==> src/rtl/bram_ctrl.sv <==
// bram_ctrl: request/response initiator for one single-port block RAM.
//
// Turns a valid/ready request channel (read or write) into BRAM port cycles.
// It tracks the fixed BRAM read latency and returns read data in request order
// on a valid/ready response channel. A credit counter limits the reads that
// are in flight plus the responses already buffered to the FIFO depth. Read
// data therefore always has a FIFO slot, even when the consumer stalls.
//
// Ports:
//   clk        in   rising-edge clock
//   aclr_n     in   asynchronous active-low reset
//   req_valid  in   request present
//   req_ready  out  request accepted when req_valid & req_ready
//   req_we     in   1 = write, 0 = read
//   req_addr   in   word address            [ADDR_]
//   req_wdata  in   write data              [DATA_]
//   rsp_valid  out  read data available
//   rsp_ready  in   consumer takes data when rsp_valid & rsp_ready
//   rsp_rdata  out  read data, request order [DATA_]
//   mem_we     out  BRAM write enable
//   mem_addr   out  BRAM address            [ADDR_]
//   mem_din    out  BRAM write data         [DATA_]
//   mem_dout   in   BRAM read data          [DATA_]

module bram_ctrl #(
    parameter int ADDR_      = 8,
    parameter int DATA_      = 8,
    parameter int LAT_       = 2,
    parameter int RSP_DEPTH_ = 4
) (
    input  logic             clk,
    input  logic             aclr_n,
    input  logic             req_valid,
    output logic             req_ready,
    input  logic             req_we,
    input  logic [ADDR_-1:0] req_addr,
    input  logic [DATA_-1:0] req_wdata,
    output logic             rsp_valid,
    input  logic             rsp_ready,
    output logic [DATA_-1:0] rsp_rdata,
    output logic             mem_we,
    output logic [ADDR_-1:0] mem_addr,
    output logic [DATA_-1:0] mem_din,
    input  logic [DATA_-1:0] mem_dout
);

    localparam int CW = $clog2(RSP_DEPTH_ + 1);
    localparam int PW = (RSP_DEPTH_ > 1) ? $clog2(RSP_DEPTH_) : 1;
    localparam logic [CW-1:0] DEPTH_C = CW'(RSP_DEPTH_);
    localparam logic [PW-1:0] LAST_C  = PW'(RSP_DEPTH_ - 1);

    generate
        if (LAT_ < 1 || LAT_ > 4) begin : g_lat_chk
            $error("bram_ctrl: LAT_ must be in 1..4");
        end
        if (RSP_DEPTH_ < LAT_ + 1) begin : g_depth_chk
            $error("bram_ctrl: RSP_DEPTH_ must be at least LAT_ + 1");
        end
    endgenerate

    logic             rdy_en;
    logic [LAT_-1:0]  pipe;
    logic [CW-1:0]    credit;
    logic [CW-1:0]    occ;
    logic [PW-1:0]    wr_ptr;
    logic [PW-1:0]    rd_ptr;
    logic [DATA_-1:0] fifo [RSP_DEPTH_];

    logic acc;
    logic rd_acc;
    logic push;
    logic pop;

    // rdy_en keeps req_ready low until the first edge after reset release.
    // The rest of req_ready depends only on the credit register, so upstream
    // logic never sees a combinational path from its own valid.
    assign req_ready = rdy_en && (credit < DEPTH_C);
    assign acc       = req_valid & req_ready;
    assign rd_acc    = acc & ~req_we;

    assign mem_we    = acc & req_we;
    assign mem_addr  = req_addr;
    assign mem_din   = req_wdata;

    // Bit LAT_-1 of the pipe marks the cycle in which mem_dout holds the data
    // of the read accepted LAT_ cycles earlier.
    assign push      = pipe[LAT_-1];
    assign rsp_valid = (occ != '0);
    assign pop       = rsp_valid & rsp_ready;
    assign rsp_rdata = fifo[rd_ptr];

    always_ff @(posedge clk or negedge aclr_n) begin
        if (!aclr_n) begin
            rdy_en <= 1'b0;
            pipe   <= '0;
        end else begin
            rdy_en  <= 1'b1;
            pipe[0] <= rd_acc;
            for (int i = 1; i < LAT_; i++) begin
                pipe[i] <= pipe[i-1];
            end
        end
    end

    // Credits cover reads in flight plus buffered responses.
    always_ff @(posedge clk or negedge aclr_n) begin
        if (!aclr_n) begin
            credit <= '0;
        end else begin
            case ({rd_acc, pop})
                2'b10:   credit <= credit + 1'b1;
                2'b01:   credit <= credit - 1'b1;
                default: credit <= credit;
            endcase
        end
    end

    always_ff @(posedge clk or negedge aclr_n) begin
        if (!aclr_n) begin
            occ    <= '0;
            wr_ptr <= '0;
            rd_ptr <= '0;
            for (int i = 0; i < RSP_DEPTH_; i++) begin
                fifo[i] <= '0;
            end
        end else begin
            case ({push, pop})
                2'b10:   occ <= occ + 1'b1;
                2'b01:   occ <= occ - 1'b1;
                default: occ <= occ;
            endcase
            if (push) begin
                fifo[wr_ptr] <= mem_dout;
                wr_ptr       <= (wr_ptr == LAST_C) ? '0 : wr_ptr + 1'b1;
            end
            if (pop) begin
                rd_ptr <= (rd_ptr == LAST_C) ? '0 : rd_ptr + 1'b1;
            end
        end
    end

    // The credit limit guarantees a free slot whenever read data arrives.
    a_no_overflow : assert property (
        @(posedge clk) disable iff (!aclr_n) push |-> (occ < DEPTH_C)
    );

endmodule

==> config.mk <==
export PLATFORM = sky130hd
export DESIGN_NAME = bram_ctrl
export DESIGN_NICKNAME = d
export VERILOG_FILES = /design/src/rtl/bram_ctrl.sv
export SDC_FILE = /design/constraint.sdc
export NUM_CORES = 1
export LEC_CHECK = 0
export ABC_AREA = 1
export BUFFER_PORTS_ARGS = -buffer_cell sky130_fd_sc_hd__buf_2
export CAP_MARGIN = 20
export CELL_PAD_IN_SITES_DETAIL_PLACEMENT = 0
export CELL_PAD_IN_SITES_GLOBAL_PLACEMENT = 2
export CORE_AREA = 10 10 97 99
export DETAILED_ROUTE_END_ITERATION = 12
export DIE_AREA = 0 0 107 109
export HOLD_SLACK_MARGIN = 0.03
export PLACE_DENSITY_LB_ADDON = 0.1
export RECOVER_POWER = 100
export SLEW_MARGIN = 15
export SYNTH_ARGS = -nofsm -noshare
export SYNTH_HDL_FRONTEND = slang
export SYNTH_SLANG_ARGS = --single-unit
==> constraint.sdc <==
create_clock -name clk -period 2 [get_ports clk]
set_input_delay 0.3 -clock clk [delete_from_list [all_inputs] [get_ports clk]]
set_output_delay 0.3 -clock clk [all_outputs]
set_load 0.1 [all_outputs]
# Word-level counts from Yosys, hierarchy flattened
# Cells that the tools add are included.
word_totals:
  register_bits: 45
  latch_bits: 0
  output_inout_bits: 27
  wordCells: 48
  ram_bits: 0
  n_memories: 0
  rom_bits: 0
op_classes:
  magnitude_cmp: 4
  reduce_logical: 5
  add_sub_neg: 6
  bitwise_logic: 7
  n_eq_ne: 6
  n_shift: 0
  n_mul: 0
  div_mod_pow: 0
  mux: 10
ops:
  columns: ["operator", "n"]
  rows:
  - ["$bwmux 32", 1]
  - ["$mux 8", 3]
  - ["$bmux 8 s2", 1]
  - ["$demux 8 s2", 1]
  - ["$pmux 3 s2", 2]
  - ["$eq 2x2->1 const B", 4]
  - ["$add 3x1->3 const B", 2]
  - ["$ge 3x3->1 const B", 2]
  - ["$not 2->3", 2]
  - ["$sub 3x1->3 const B", 2]
  - ["$add 2x1->2 const B", 2]
  - ["$and 1x1->1", 4]
  - ["$eq 2x1->1 const B", 2]
  - ["$mux 2", 2]
  - ["$reduce_bool 2->1", 2]
  - ["$lt 3x1->1 const B", 1]
  - ["$lt 3x3->1 const B", 1]
  - ["$reduce_bool 3->1", 1]
  - ["$logic_and 1x1->1", 2]
  - ["$not 1->1", 1]

# Longest topological paths before layout
logic_depth:
  ltp_word: 6
  mapped_depth: 12

# Worst setup path before layout
# OpenSTA, ideal clock, no wires.
synth_path:
  kind: "flip-flop to output port"
  start: "reg credit[2]"
  end: "out mem_we"
  t_arrival_ns: 3.170
  path_slack_ns: -1.470
  path_stages_with_launch: 4
  path_buffers: 0
  cell_sequence: "dfrtp_1 -> nor2_1 -> nand2_1 -> nor2_1"
synth_via:
  elab_chain_len: 4
synth_rtl:
  columns: ["item", "line_no", "text"]
  rows:
  - ["start: declaration", "63", "logic [CW-1:0] credit;"]
  - ["start signal: assignment", "111", "2'b10: credit <= credit + 1'b1;"]
  - ["start signal: assignment", "112", "2'b01: credit <= credit - 1'b1;"]
  - ["start signal: assignment", "113", "default: credit <= credit;"]
  - ["$lt 3x3->1", "77", "assign req_ready = rdy_en && (credit < DEPTH_C);"]
  - ["$logic_and 1x1->1", "77", null]
  - ["named net req_ready", "34", "output logic req_ready,"]
  - ["$and 1x1->1", "78", "assign acc = req_valid & req_ready;"]
  - ["$and 1x1->1", "81", "assign mem_we = acc & req_we;"]
  - ["end: declaration", "41", "output logic mem_we,"]
# The timed path passes the listed nets, and every way through them passes these cells.

# Worst setup path after layout
layout_path:
  start: "reg rd_ptr[0]"
  end: "out rsp_rdata[0]"
layout_via:
  elab_chain_len: 4
layout_rtl:
  columns: ["item", "line_no", "text"]
  rows:
  - ["start: declaration", "66", "logic [PW-1:0] rd_ptr;"]
  - ["start signal: assignment", "137", "rd_ptr <= (rd_ptr == LAST_C) ? '0 : rd_ptr + 1'b1;"]
  - ["$not 2->3 (not written as such)", "90", "assign rsp_rdata = fifo[rd_ptr];"]
  - ["$bmux 8 s2", "90", null]
  - ["$mux 8 (not written as such) (2 in a row)", "90", null]
  - ["end: declaration", "40", "output logic [DATA_-1:0] rsp_rdata,"]
# Every way passes these cells. The select of a mux whose other input is x is not followed.

==> impl_metrics.tcl <==
set metrics [dict create \
    outcome "complete, but fails checks" \
    failed_checks "capacitance limit, slew limit" \
    critical_path_required_ns 1.70 \
    synth_fp_nets 304 \
    groute.usage.overall_pct 9.23 \
    vias 1612 \
    timing.critical_path.to_type "output pin" \
    yosys.cell_types.count 16 \
    place.detailed.instances 372 \
    layout.nets 315 \
    worst_path_arrival_ns 1.53 \
    crit_path_start_kind "register" \
    final_period_minus_worst_setup_slack_ns 1.83 \
    grt_max_degree 29 \
    critPathMostFrequentCell "nand2_1" \
    synthesis.yosys.warnings 0 \
    final_routed_wirelength_across_all_metal_layers_mm 4.99 \
    cell_area_after_synthesis_sq_um 2270 \
    cts_repair_resizes 0 \
    tightest_slew_ns 1.53 \
    firstDrtPassIters 4 \
    report.final.setup_viol 0 \
    fmaxAchievable_ghz 0.547 \
    antenna-diode-count 0 \
    io_pins 56 \
    setup.worst_path.start "rd_ptr[0]" \
    worst-setup-path-type "reg2out" \
    grt_setup_unrepaired "false" \
    globalRouteOverflowTotal 0 \
    synth-seq-cells 45 \
    cts_buffer_depth 2 \
    cts_hold_bufs 0 \
    critical-path-max-stage-delay_ns 0.38 \
    tritoncts "done" \
    detail_route.vias_per_cell 4.24 \
    grt_antenna_before_repair 0 \
    slowest_stage "dfrtp_1" \
    worstPathMaxFanout 28 \
    die-area_sq_um 11700 \
    worstSkewPairLatency_ns 0.29 \
    crit_chain "clkbuf_4, nand2_1, o211ai_1, nand2_1, buf_4" \
    antenna_violating_nets_post_route 0 \
    hp-class "in2reg" \
    fin_util_pct 33.4 \
    final.fill_count 834 \
    drt_iter0_markers 44 \
    wl_per_cell_um 13.1 \
    die_w_um 107 \
    layout.cells.non_filler 380 \
    drc 0 \
    crit-reg2reg-launch "credit[2]" \
    fp-row-count 32 \
    die_h_um 109 \
    slew_headroom_pct -2.09 \
    max_cap_viol_count 1 \
    finalSetupTns_ns 0 \
    synth_seq_area_share_pct 49.6 \
    clock_sinks 45 \
    clock-root-buffer "clkbuf_8" \
    final_weighted_congestion_in_routability_driven_placement 0.721 \
    core_region_area_sq_um 7530 \
    area_delta_synth_final_pct 10.6 \
    port_buffers 23 \
    cts-buffers-inserted 5 \
    fin_crit_sh_pct 91.5 \
    most-common-layout-cells "nand2_1 (78), dfrtp_1 (45), inv_1 (42)" \
    starting_density_of_the_core_pct 30.2 \
    finalHoldViolations 0 \
    final_layout_size_suffix_gt1_share_pct 13.7 \
    grt_pass1_wl_mm 8.45 \
    hold_path.startpoint "req_we" \
    post_detailed_placement_half_perimeter_wirelength_mm 3.44 \
    clk_pin_slew_ns 0.08 \
    number_of_global_route_vias_before_repair 1611 \
    ctsHtreeMaxLevel 2 \
    clock_skew_ns 0.00906 \
    final_max_slew_viol_count 27 \
    syn-instance-count 266 \
    most_common_cell_after_layout_fill_and_taps_aside "nand2_1" \
    synthesis.area_per_instance_sq_um 8.54 \
    cts_setup_buffers 0 \
    hold_slack_ns 0.187 \
]
-- final timing paths --
check / end / slack, ns / cells past startpoint
setup / recovery: rsp_rdata[0] / 0.17 / 5
hold / removal: pipe[0] / 0.19 / 2
setup reg to reg: credit[2] / 0.22 / 10
hold reg to reg: pipe[1] / 0.35 / 0
max in group asynchronous: fifo[6] / 0.52 / 2
min in group asynchronous: fifo[19] / 0.36 / 1
-- kinds of logic after synthesis --
group           after synthesis  synth area share, %
xor+xnor                      2                0.771
buf+inv                      67                 15.3
other cells                   1                0.165
flops                        45                 49.6
simple gates                 90                 15.4
fa+ha+maj                     9                 5.62
compound gates               52                 13.2
-- final cells by class --
| class | count | area [sq um] | area share (%) |
|---|---|---|---|
| clock inverters | 2 | 10.0 | 0.398 |
| inverters | 42 | 158 | 6.27 |
| multi-input cells | 154 | 826 | 32.9 |
| well taps | 102 | 128 | 5.08 |
| clock buffers | 6 | 72.6 | 2.89 |
| flip-flops and latches | 45 | 1130 | 44.8 |
| repair buffers | 29 | 193 | 7.67 |
-- sequential cells by signal, indices dropped and copies added (netlist names) --
| register | flops |
|---|---|
| fifo | 32 |
| credit | 3 |
| occ | 3 |
| pipe | 2 |
| rd_ptr | 2 |
| wr_ptr | 2 |
| rdy_en | 1 |
-- synthesized netlist by cell type --
cell	count	area share (%)
a21oi_1	1	0.22
buf_2	5	1.1
buf_4	16	5.3
buf_6	4	2.0
conb_1	1	0.17
dfrtp_1	45	50
fa_1	2	1.8
ha_1	7	3.9
inv_1	42	6.9
nand2_1	79	13
nand3_1	5	1.1
nand4_1	2	0.55
nor2_1	4	0.66
o211ai_1	16	5.3
o21ai_0	35	7.7
xnor2_1	2	0.77
-- worst max-delay path: cells and delay by family (launching register included) --
kind | cells | cell delay [ns]
buffers and inverters | 2 | 0.55
AOI/OAI and AO/OA | 1 | 0.10
and+or+nand+nor | 2 | 0.21
DFF | 1 | 0.38
-- through the flow --
step,setup slack (ns),cell area [sq um]
floorplan,-0.142,2300
global placement,0.293,2520
detailed placement,0.263,2520
CTS,0.193,2610
global route,0.0406,2510
finish,0.170,2510
-- layer usage --
metal	track usage [%]	wire length [um]	vias up	part of all wire (%)
met5	0	0	-	0
met1	11.3	2370	739	48
met2	14.8	2330	30	47
met4	3.29	66	0	1.3
li1	-	-	839	-
met3	3.07	218	4	4.4
Power is left out: the tool's default activity adds up to more than one toggle a clock period on the data nets, which glitch-free logic cannot reach.
